===== config.mk =====
export PLATFORM = sky130hd
export DESIGN_NAME = seven_seg_scan
export DESIGN_NICKNAME = d
export VERILOG_FILES = /design/src/rtl/seven_seg_scan.sv
export SDC_FILE = /design/constraint.sdc
export NUM_CORES = 1
export LEC_CHECK = 0
export CAP_MARGIN = 20
export CORE_MARGIN = 5
export CORE_UTILIZATION = 54
export DETAILED_ROUTE_END_ITERATION = 7
export GPL_ROUTABILITY_DRIVEN = 0
export GPL_TIMING_DRIVEN = 0
export PLACE_DENSITY = 0.75
export SETUP_SLACK_MARGIN = 0.3
export SYNTH_ARGS = -nofsm -noshare
export SYNTH_HDL_FRONTEND = slang
export SYNTH_SLANG_ARGS = --single-unit

===== constraint.sdc =====
create_clock -name clk -period 2.3 [get_ports clk]
set_input_delay 0.345 -clock clk [delete_from_list [all_inputs] [get_ports clk]]
set_output_delay 0.345 -clock clk [all_outputs]
set_load 0.01 [all_outputs]

===== src/rtl/seven_seg_scan.sv =====
`default_nettype none
// ============================================================================
//  Module   : seven_seg_scan
//  Purpose  : Binary value -> BCD (sequential shift-add-3) -> time-multiplexed
//             common-anode seven-segment scan with leading-zero blanking,
//             overflow dashes and a display enable.
//  Revision : 1.0 - initial release
// ============================================================================
module seven_seg_scan #(
    parameter int NUM_DIGITS  = 8,
    parameter int VALUE_W     = 16,
    parameter int REFRESH_DIV = 100000
) (
    input  logic                  clk,
    input  logic                  reset_n,
    input  logic [VALUE_W-1:0]    value,
    input  logic                  load,
    input  logic                  blank_lz,
    input  logic                  disp_en,
    output logic                  busy,
    output logic                  done,
    output logic [6:0]            seg,
    output logic [NUM_DIGITS-1:0] an
);

    localparam int BCD_W = 4 * NUM_DIGITS;
    localparam int CNT_W = $clog2(VALUE_W);
    localparam int RC_W  = $clog2(REFRESH_DIV);
    localparam int IDX_W = (NUM_DIGITS > 1) ? $clog2(NUM_DIGITS) : 1;

    function automatic logic [31:0] pow10(input int n);
        logic [31:0] r;
        r = 32'd1;
        for (int i = 0; i < n; i++) r = r * 32'd10;
        return r;
    endfunction

    // Smallest value that no longer fits in NUM_DIGITS decimal digits
    localparam logic [31:0] OVF_LIMIT = pow10(NUM_DIGITS);

    localparam logic [1:0] S_IDLE   = 2'd0;
    localparam logic [1:0] S_CONV   = 2'd1;
    localparam logic [1:0] S_COMMIT = 2'd2;

    localparam logic [6:0] SEG_DASH  = 7'b0111111;
    localparam logic [6:0] SEG_BLANK = 7'b1111111;

    function automatic logic [6:0] decode(input logic [3:0] d);
        case (d)
            4'd0:    decode = 7'b1000000;
            4'd1:    decode = 7'b1111001;
            4'd2:    decode = 7'b0100100;
            4'd3:    decode = 7'b0110000;
            4'd4:    decode = 7'b0011001;
            4'd5:    decode = 7'b0010010;
            4'd6:    decode = 7'b0000010;
            4'd7:    decode = 7'b1111000;
            4'd8:    decode = 7'b0000000;
            4'd9:    decode = 7'b0010000;
            default: decode = SEG_BLANK;
        endcase
    endfunction

    logic [1:0]            state_q,  state_d;
    logic [VALUE_W-1:0]    shift_q,  shift_d;
    logic [BCD_W-1:0]      bcd_q,    bcd_d;
    logic [CNT_W-1:0]      cnt_q,    cnt_d;
    logic                  ovf_q,    ovf_d;
    logic [BCD_W-1:0]      digits_q, digits_d;
    logic                  dash_q,   dash_d;
    logic                  done_q,   done_d;
    logic [RC_W-1:0]       rcnt_q;
    logic [IDX_W-1:0]      idx_q;
    logic [6:0]            seg_q;
    logic [NUM_DIGITS-1:0] an_q;

    logic [BCD_W-1:0]      w_bcd_adj;
    logic                  w_tail_zero;
    logic [3:0]            w_sel_digit;
    logic                  w_sel_blank;
    logic [6:0]            w_seg_next;
    logic [NUM_DIGITS-1:0] w_an_next;

    // Add-3 correction on every nibble that would reach 10 or more after the shift
    generate
        for (genvar gi = 0; gi < NUM_DIGITS; gi++) begin : g_adj
            assign w_bcd_adj[4*gi +: 4] = (bcd_q[4*gi +: 4] >= 4'd5) ?
                                          bcd_q[4*gi +: 4] + 4'd3 : bcd_q[4*gi +: 4];
        end
    endgenerate

    // Conversion FSM next-state: capture, VALUE_W shift steps, one commit cycle
    always_comb begin
        state_d  = state_q;
        shift_d  = shift_q;
        bcd_d    = bcd_q;
        cnt_d    = cnt_q;
        ovf_d    = ovf_q;
        digits_d = digits_q;
        dash_d   = dash_q;
        done_d   = 1'b0;
        case (state_q)
            S_IDLE: begin
                if (load) begin
                    state_d = S_CONV;
                    shift_d = value;
                    bcd_d   = '0;
                    cnt_d   = '0;
                    ovf_d   = (32'(value) >= OVF_LIMIT);
                end
            end
            S_CONV: begin
                // Carry out of the top nibble is dropped; overflow is flagged separately
                bcd_d   = BCD_W'({w_bcd_adj, shift_q[VALUE_W-1]});
                shift_d = shift_q << 1;
                if (cnt_q == CNT_W'(VALUE_W - 1)) begin
                    state_d = S_COMMIT;
                end else begin
                    cnt_d = cnt_q + CNT_W'(1);
                end
            end
            S_COMMIT: begin
                digits_d = bcd_q;
                dash_d   = ovf_q;
                done_d   = 1'b1;
                state_d  = S_IDLE;
            end
            default: state_d = S_IDLE;
        endcase
    end

    // Conversion and display-digit state registers
    always_ff @(posedge clk or negedge reset_n) begin
        if (!reset_n) begin
            state_q  <= S_IDLE;
            shift_q  <= '0;
            bcd_q    <= '0;
            cnt_q    <= '0;
            ovf_q    <= 1'b0;
            digits_q <= '0;
            dash_q   <= 1'b0;
            done_q   <= 1'b0;
        end else begin
            state_q  <= state_d;
            shift_q  <= shift_d;
            bcd_q    <= bcd_d;
            cnt_q    <= cnt_d;
            ovf_q    <= ovf_d;
            digits_q <= digits_d;
            dash_q   <= dash_d;
            done_q   <= done_d;
        end
    end

    // Refresh prescaler and digit index; independent of conversions
    always_ff @(posedge clk or negedge reset_n) begin
        if (!reset_n) begin
            rcnt_q <= '0;
            idx_q  <= '0;
        end else if (rcnt_q == RC_W'(REFRESH_DIV - 1)) begin
            rcnt_q <= '0;
            idx_q  <= (idx_q == IDX_W'(NUM_DIGITS - 1)) ? '0 : idx_q + IDX_W'(1);
        end else begin
            rcnt_q <= rcnt_q + RC_W'(1);
        end
    end

    // Select the scanned digit and decide blanking (all digits from it upward are zero)
    always_comb begin
        w_tail_zero = 1'b1;
        w_sel_digit = 4'd0;
        w_sel_blank = 1'b0;
        for (int i = NUM_DIGITS - 1; i >= 0; i--) begin
            w_tail_zero = w_tail_zero & (digits_q[4*i +: 4] == 4'd0);
            if (idx_q == IDX_W'(i)) begin
                w_sel_digit = digits_q[4*i +: 4];
                w_sel_blank = (i != 0) && blank_lz && w_tail_zero;
            end
        end
        w_seg_next = dash_q ? SEG_DASH : (w_sel_blank ? SEG_BLANK : decode(w_sel_digit));
        w_an_next  = disp_en ? ~(NUM_DIGITS'(1) << idx_q) : '1;
    end

    // Registered segment and anode drivers
    always_ff @(posedge clk or negedge reset_n) begin
        if (!reset_n) begin
            seg_q <= SEG_BLANK;
            an_q  <= '1;
        end else begin
            seg_q <= w_seg_next;
            an_q  <= w_an_next;
        end
    end

    assign busy = (state_q != S_IDLE);
    assign done = done_q;
    assign seg  = seg_q;
    assign an   = an_q;

endmodule
`default_nettype wire


Word-level counts from Yosys, hierarchy flattened
Memories as Yosys holds them, arrays and structs flattened.
Cells that the tools add are included.
{ "totals": {"mem_count": 1, "reg_bits": 122, "latchBits": 0, "ramBits": 0, "romBits": 112, "inputBits": 21, "wordCells": 112} }
{ "mem_list": {"columns": ["name", "words", "width", "rd", "rd_clocked_by_memory_dff", "wr", "line", "source"], "rows": [
  ["(name not given)", 16, 7, 1, 0, 0, "49", "case (d)"]
]} }
{ "classes": {"reduce_logical": 21, "bitwise": 7, "order_cmp": 8, "n_addsub": 11, "n_eq_ne": 14, "mux": 39, "n_mul": 0, "div": 0, "shift": 1} }
{ "op_table": {"columns": ["op", "count"], "rows": [
  ["2-to-1 mux 4 bit", 17],
  ["one-hot mux 32 bit (2 select lines)", 1],
  ["greater-or-equal comparator 4 x 3 -> 1 bit (second input constant)", 8],
  ["2-to-1 mux 32 bit", 1],
  ["one-hot mux 16 bit (2 select lines)", 1],
  ["adder 4 x 2 -> 4 bit (second input constant)", 7],
  ["logical NOT 4 bit", 7],
  ["adder 17 x 1 -> 17 bit (second input constant)", 1],
  ["== test 17 bit (second input constant)", 1],
  ["2-to-1 mux 17 bit", 1],
  ["2-to-1 mux 16 bit", 1],
  ["== test 3 bit (second input constant)", 4],
  ["2-to-1 mux 1 bit", 9],
  ["2-to-1 mux 8 bit", 1],
  ["inverter 8 bit", 1],
  ["one-hot mux 4 bit (2 select lines)", 1],
  ["left shift 1 x 3 -> 8 bit (first input constant)", 1],
  ["logical AND 1 bit", 7],
  ["2-to-1 mux 7 bit", 1],
  ["bitwise AND 1 bit", 6],
  ["== test 3 x 2 -> 1 bit (second input constant)", 2],
  ["2-to-1 mux 3 bit", 2],
  ["inequality test 2 bit (second input constant)", 3],
  ["adder 4 x 1 -> 4 bit (second input constant)", 1],
  ["other kinds (13)", 16]
]} }

Logic depth before layout (Yosys ltp)
{ "depth": {"word_depth": 11, "depth_mapped": 11} }

Worst setup path before layout
No wires, ideal clock.
{ "synth_timing": {"path_type": "reg2reg", "from": "register idx_q[2]", "to": "register seg_q[3] (netlist: seg[3])", "synth_period_minus_slack_ns": 2.281, "t_arrival_ns": 2.200, "required_time_ns": 2.219, "slack_ns": 0.019, "stages_incl_launch_ff": 11, "cell_sequence": "dfrtp_1 > buf_2 > inv_1 > ha_1 > buf_2 > nor2_1 > a221oi_1 > o22ai_2 > ha_1 > or2b_1 > o211ai_1"} }
{ "synth_via": {"elab_chain_cells": 11} }
{ "synth_lines": {"columns": ["item", "line", "source"], "rows": [
  ["start: declaration", "73", "logic [IDX_W-1:0] idx_q;"],
  ["start signal: assignment", "162", "idx_q <= (idx_q == IDX_W'(NUM_DIGITS - 1)) ? '0 : idx_q + IDX_W'(1);"],
  ["== test 3 bit", "175", "if (idx_q == IDX_W'(i)) begin"],
  ["2-to-1 mux 4 bit (8 in a row)", "175", null],
  ["memory read (16 x 7 bit)", null, null],
  ["2-to-1 mux 7 bit *", "180", "w_seg_next = dash_q ? SEG_DASH : (w_sel_blank ? SEG_BLANK : decode(w_sel_digit));"],
  ["via w_seg_next[3]", "81", "logic [6:0] w_seg_next;"],
  ["end signal: assignment", "190", "seg_q <= w_seg_next;"],
  ["end: declaration", "74", "logic [6:0] seg_q;"]
]} }
The timed path passes the listed nets; every way through them passes the cells marked *.
A chain may end at the register's enable or synchronous reset.

Worst setup path after layout
{ "layout_timing": {"from": "register idx_q[1]", "to": "register seg_q[3] (netlist: seg[3])"} }
The elaborated chain is that of the path after synthesis.

==> metrics <==
critical path startpoint category=flop; first-pass GRT wire length=24.5 mm; DRC violations left=0; CTS tree=done; final WL=15.3 mm; # setup viols final=3; measured slew at the worst slew-check pin=0.557 ns; cell family with the largest share of critical-path delay=compound AO/OA/AOI/OAI gates; slowest stage cell, crit path=dfrtp_1; r2r setup slk=-0.07 ns; Worst R2R Start=idx_q[1]; clk buf depth=2; CTS Buf Count=17; hpwl dp=9.66 mm; share of post-route cells with drive strength above 1=23.7%; endpoint type of the worst setup path=flop; Tot GR Track Use=23.1%; clk sink count=122; Yosys reg bits=122; Die Ht=117 um; post-synthesis sequential area ratio=49.7%; peak supply drop=0.613 mV; worst skew pair latency=0.41 ns; # nets final=729; drt first pass iters=5; Worst Path Buf+Inv=3; clk_skew=0.00507 ns; Fmax=423 MHz; Buffers on Ports=37; clock slew at the register clock pins of the worst setup and hold paths=0.05 ns; crit path cell chain=inv_2 -> ha_2 -> buf_8 -> o21ai_4 -> buf_6 -> a21oi_4 -> a211oi_2 -> nor3_2 -> ha_1 -> or2b_1 -> o211ai_1; static leakage=3.43 nW; Yosys warnings=0; Slew Limit Fails=0; Reg-to-Reg End=seg[3]; Finished Layout Cells=839; Max-cap violations=0; I/O pins=38; vias in the first global route=4975; DR WL/cell=18.2 um; crit path kind=flop to flop; failing checks=negative setup slack; Final ANT Viol Nets=0; Most used DFF post-synth=dfrtp_1; RSZ-0062 raised after global routing=yes; Fin. Hold Viols=0; Mapped Avg Cell Area=10.2 um2; Final period util=103%; Power per Cell Area=1120 nW/um2; FFs w/ async S/R, synth=100%; Slew HR=62.8%; status=finished, violations left; ANT cells=0; Post-synth EDFFs=0; Worst setup startpoint=idx_q[1]; Unique masters post-synth=61; Crit path largest cell delay=0.42 ns; CTS H-tree depth=4; total gr overflow=0; initial antenna violation count=0; vias per cell=6.04; Synth Instances=606; Final Core Density=69.2%; largest net degree at the start of global routing=89; area grow syn2layout=26.7%; Min Clock Period, post-route=2.37 ns; row cnt=39; CP max FO=10; setup TNS=-0.0850 ns; Die Wd=117 um; core area=11300 um2; die area=13700 um2; Worst Hold Class=input pin to async pin; R2R cell count=11; Arrival @ worst endpoint=2.68 ns; Post-Syn Area=6190 um2; Mapped Nets=652; Clock Root Buffer=clkbuf_16; pre-CTS setup slack=-0.172 ns; Starting Density=54.6%; placed cell count=787; # fillers=843; DR iter-0 viols=331; setup ws final=-0.0650 ns; via count=5064; CP Data Required Time=2.61 ns
per-layer routing:
metal	GRT usage (%)	vias up	share of wire, %
li1	-	2312	-
met1	29.8	2480	41
met2	37.1	217	49
met3	5.91	55	6.3
met4	10.0	0	3.7
met5	0	-	0
state kept, by name (all words and copies together), names as in the netlist:
register,count
state_q,2
shift_q,16
an,8
seg,7
idx_q,3
bcd_q,32
rcnt_q,17
cnt_q,4
digits_q,32
done,1
synthesized netlist by cell type (2+ instances only):
| master | number | area share [%] |
|---|---|---|
| a211oi_1 | 3 | 0.36 |
| a211oi_2 | 2 | 0.40 |
| a21o_1 | 3 | 0.36 |
| a21oi_1 | 35 | 2.8 |
| a221o_1 | 2 | 0.32 |
| a221oi_1 | 2 | 0.28 |
| a22o_1 | 2 | 0.28 |
| a31oi_1 | 16 | 1.6 |
| a32o_1 | 8 | 1.3 |
| and3_1 | 6 | 0.61 |
| buf_2 | 12 | 0.97 |
| buf_6 | 2 | 0.36 |
| clkbuf_1 | 15 | 0.91 |
| dfrtp_1 | 107 | 43 |
| dfstp_2 | 15 | 6.4 |
| ha_1 | 25 | 5.1 |
| inv_1 | 25 | 1.5 |
| mux2_2 | 32 | 5.8 |
| nand2_1 | 65 | 3.9 |
| nand2b_1 | 14 | 1.4 |
| nand3_1 | 17 | 1.4 |
| nand3b_1 | 4 | 0.49 |
| nand4_1 | 4 | 0.40 |
| nand4b_1 | 2 | 0.28 |
| nor2_1 | 50 | 3.0 |
| nor2b_1 | 11 | 1.1 |
| nor3_1 | 3 | 0.24 |
| nor3b_1 | 2 | 0.24 |
| nor4_1 | 7 | 0.71 |
| o211ai_1 | 2 | 0.24 |
| o21a_1 | 2 | 0.24 |
| o21ai_0 | 30 | 2.4 |
| o22ai_1 | 8 | 0.81 |
| o31ai_1 | 10 | 1.2 |
| o32ai_1 | 7 | 0.99 |
| or3_1 | 2 | 0.20 |
| xnor2_1 | 17 | 2.4 |
| xor2_1 | 14 | 2.0 |
worst max path at each step:
stage / end / slack [ns] / cells past startpoint
2_1_floorplan: seg[3] / 0.16 / 10
3_3_place_gp: rcnt_q[14] / -3.70 / 1
3_5_place_dp: bcd_q[15] / -0.17 / 6
4_1_cts: seg[3] / 0.01 / 10
5_1_grt: seg[3] / -0.15 / 10
6_report: seg[3] / -0.07 / 11
stage by stage:
step	power (W)	cell area, um2	hold WS, ns
after floorplan	0.00526	6260	0.0494
after global placement	0.00598	6810	0.463
after detailed placement	0.00614	6840	0.264
after CTS	0.00870	7600	0.406
after global routing	0.00934	7840	0.435
final	0.00876	7840	0.410
where the power goes:
group          internal, W  switching [W]  total [W]
sequential         0.00277       0.000555    0.00333
combinational      0.00130        0.00167    0.00297
clock              0.00160       0.000869    0.00247
total              0.00567        0.00309    0.00876
cell families (layout without fill, tap and decap cells):
family                   Yosys count  in the layout  share of synthesized area [%]
buffers and inverters             55            145                           3.82
flip-flops                       122            122                           49.7
multiplexers                      33             33                           5.99
XOR/XNOR                          31             31                           4.39
adder cells (fa/ha/maj)           25             25                           5.06
AND/OR/NAND/NOR                  196            196                           15.3
AO/OA/AOI/OAI                    144            144                           15.8
cell type report:
type / instances / area [um2] / area share, %
Tap cell: 143 / 179 / 2.28
Timing Repair Buffer: 58 / 597 / 7.62
Sequential cell: 122 / 3070 / 39.2
Clock inverter: 3 / 40.0 / 0.511
Multi-Input combinational cell: 429 / 3140 / 40.1
Buffer: 30 / 200 / 2.56
Inverter: 25 / 96.3 / 1.23
Clock buffer: 29 / 510 / 6.52
cell usage in the layout, fill, tap and decap left out, types with 15 or more instances in the layout:
| master | n |
|---|---|
| ha_1 | 19 |
| xnor2_1 | 17 |
| a31oi_1 | 16 |
| buf_4 | 17 |
| a21oi_1 | 31 |
| nand2_1 | 65 |
| nor2_1 | 48 |
| clkdlybuf4s50_1 | 35 |
| dfstp_2 | 15 |
| inv_1 | 22 |
| o21ai_0 | 26 |
| mux2_2 | 32 |
| dfrtp_1 | 106 |
| clkbuf_16 | 19 |
timing repair:
| action | CTS | global route |
|---|---|---|
| gates resized for setup | 30 | 44 |
| gates cloned | 0 | 2 |
| setup endpoints to repair | 64 | 41 |
| pin swaps | 8 | 7 |
| hold endpoints to repair | 19 | 0 |
| hold buffers | 1 | 0 |
| setup buffers | 10 | 7 |
Note: power is estimated with default switching activity, not from simulation.
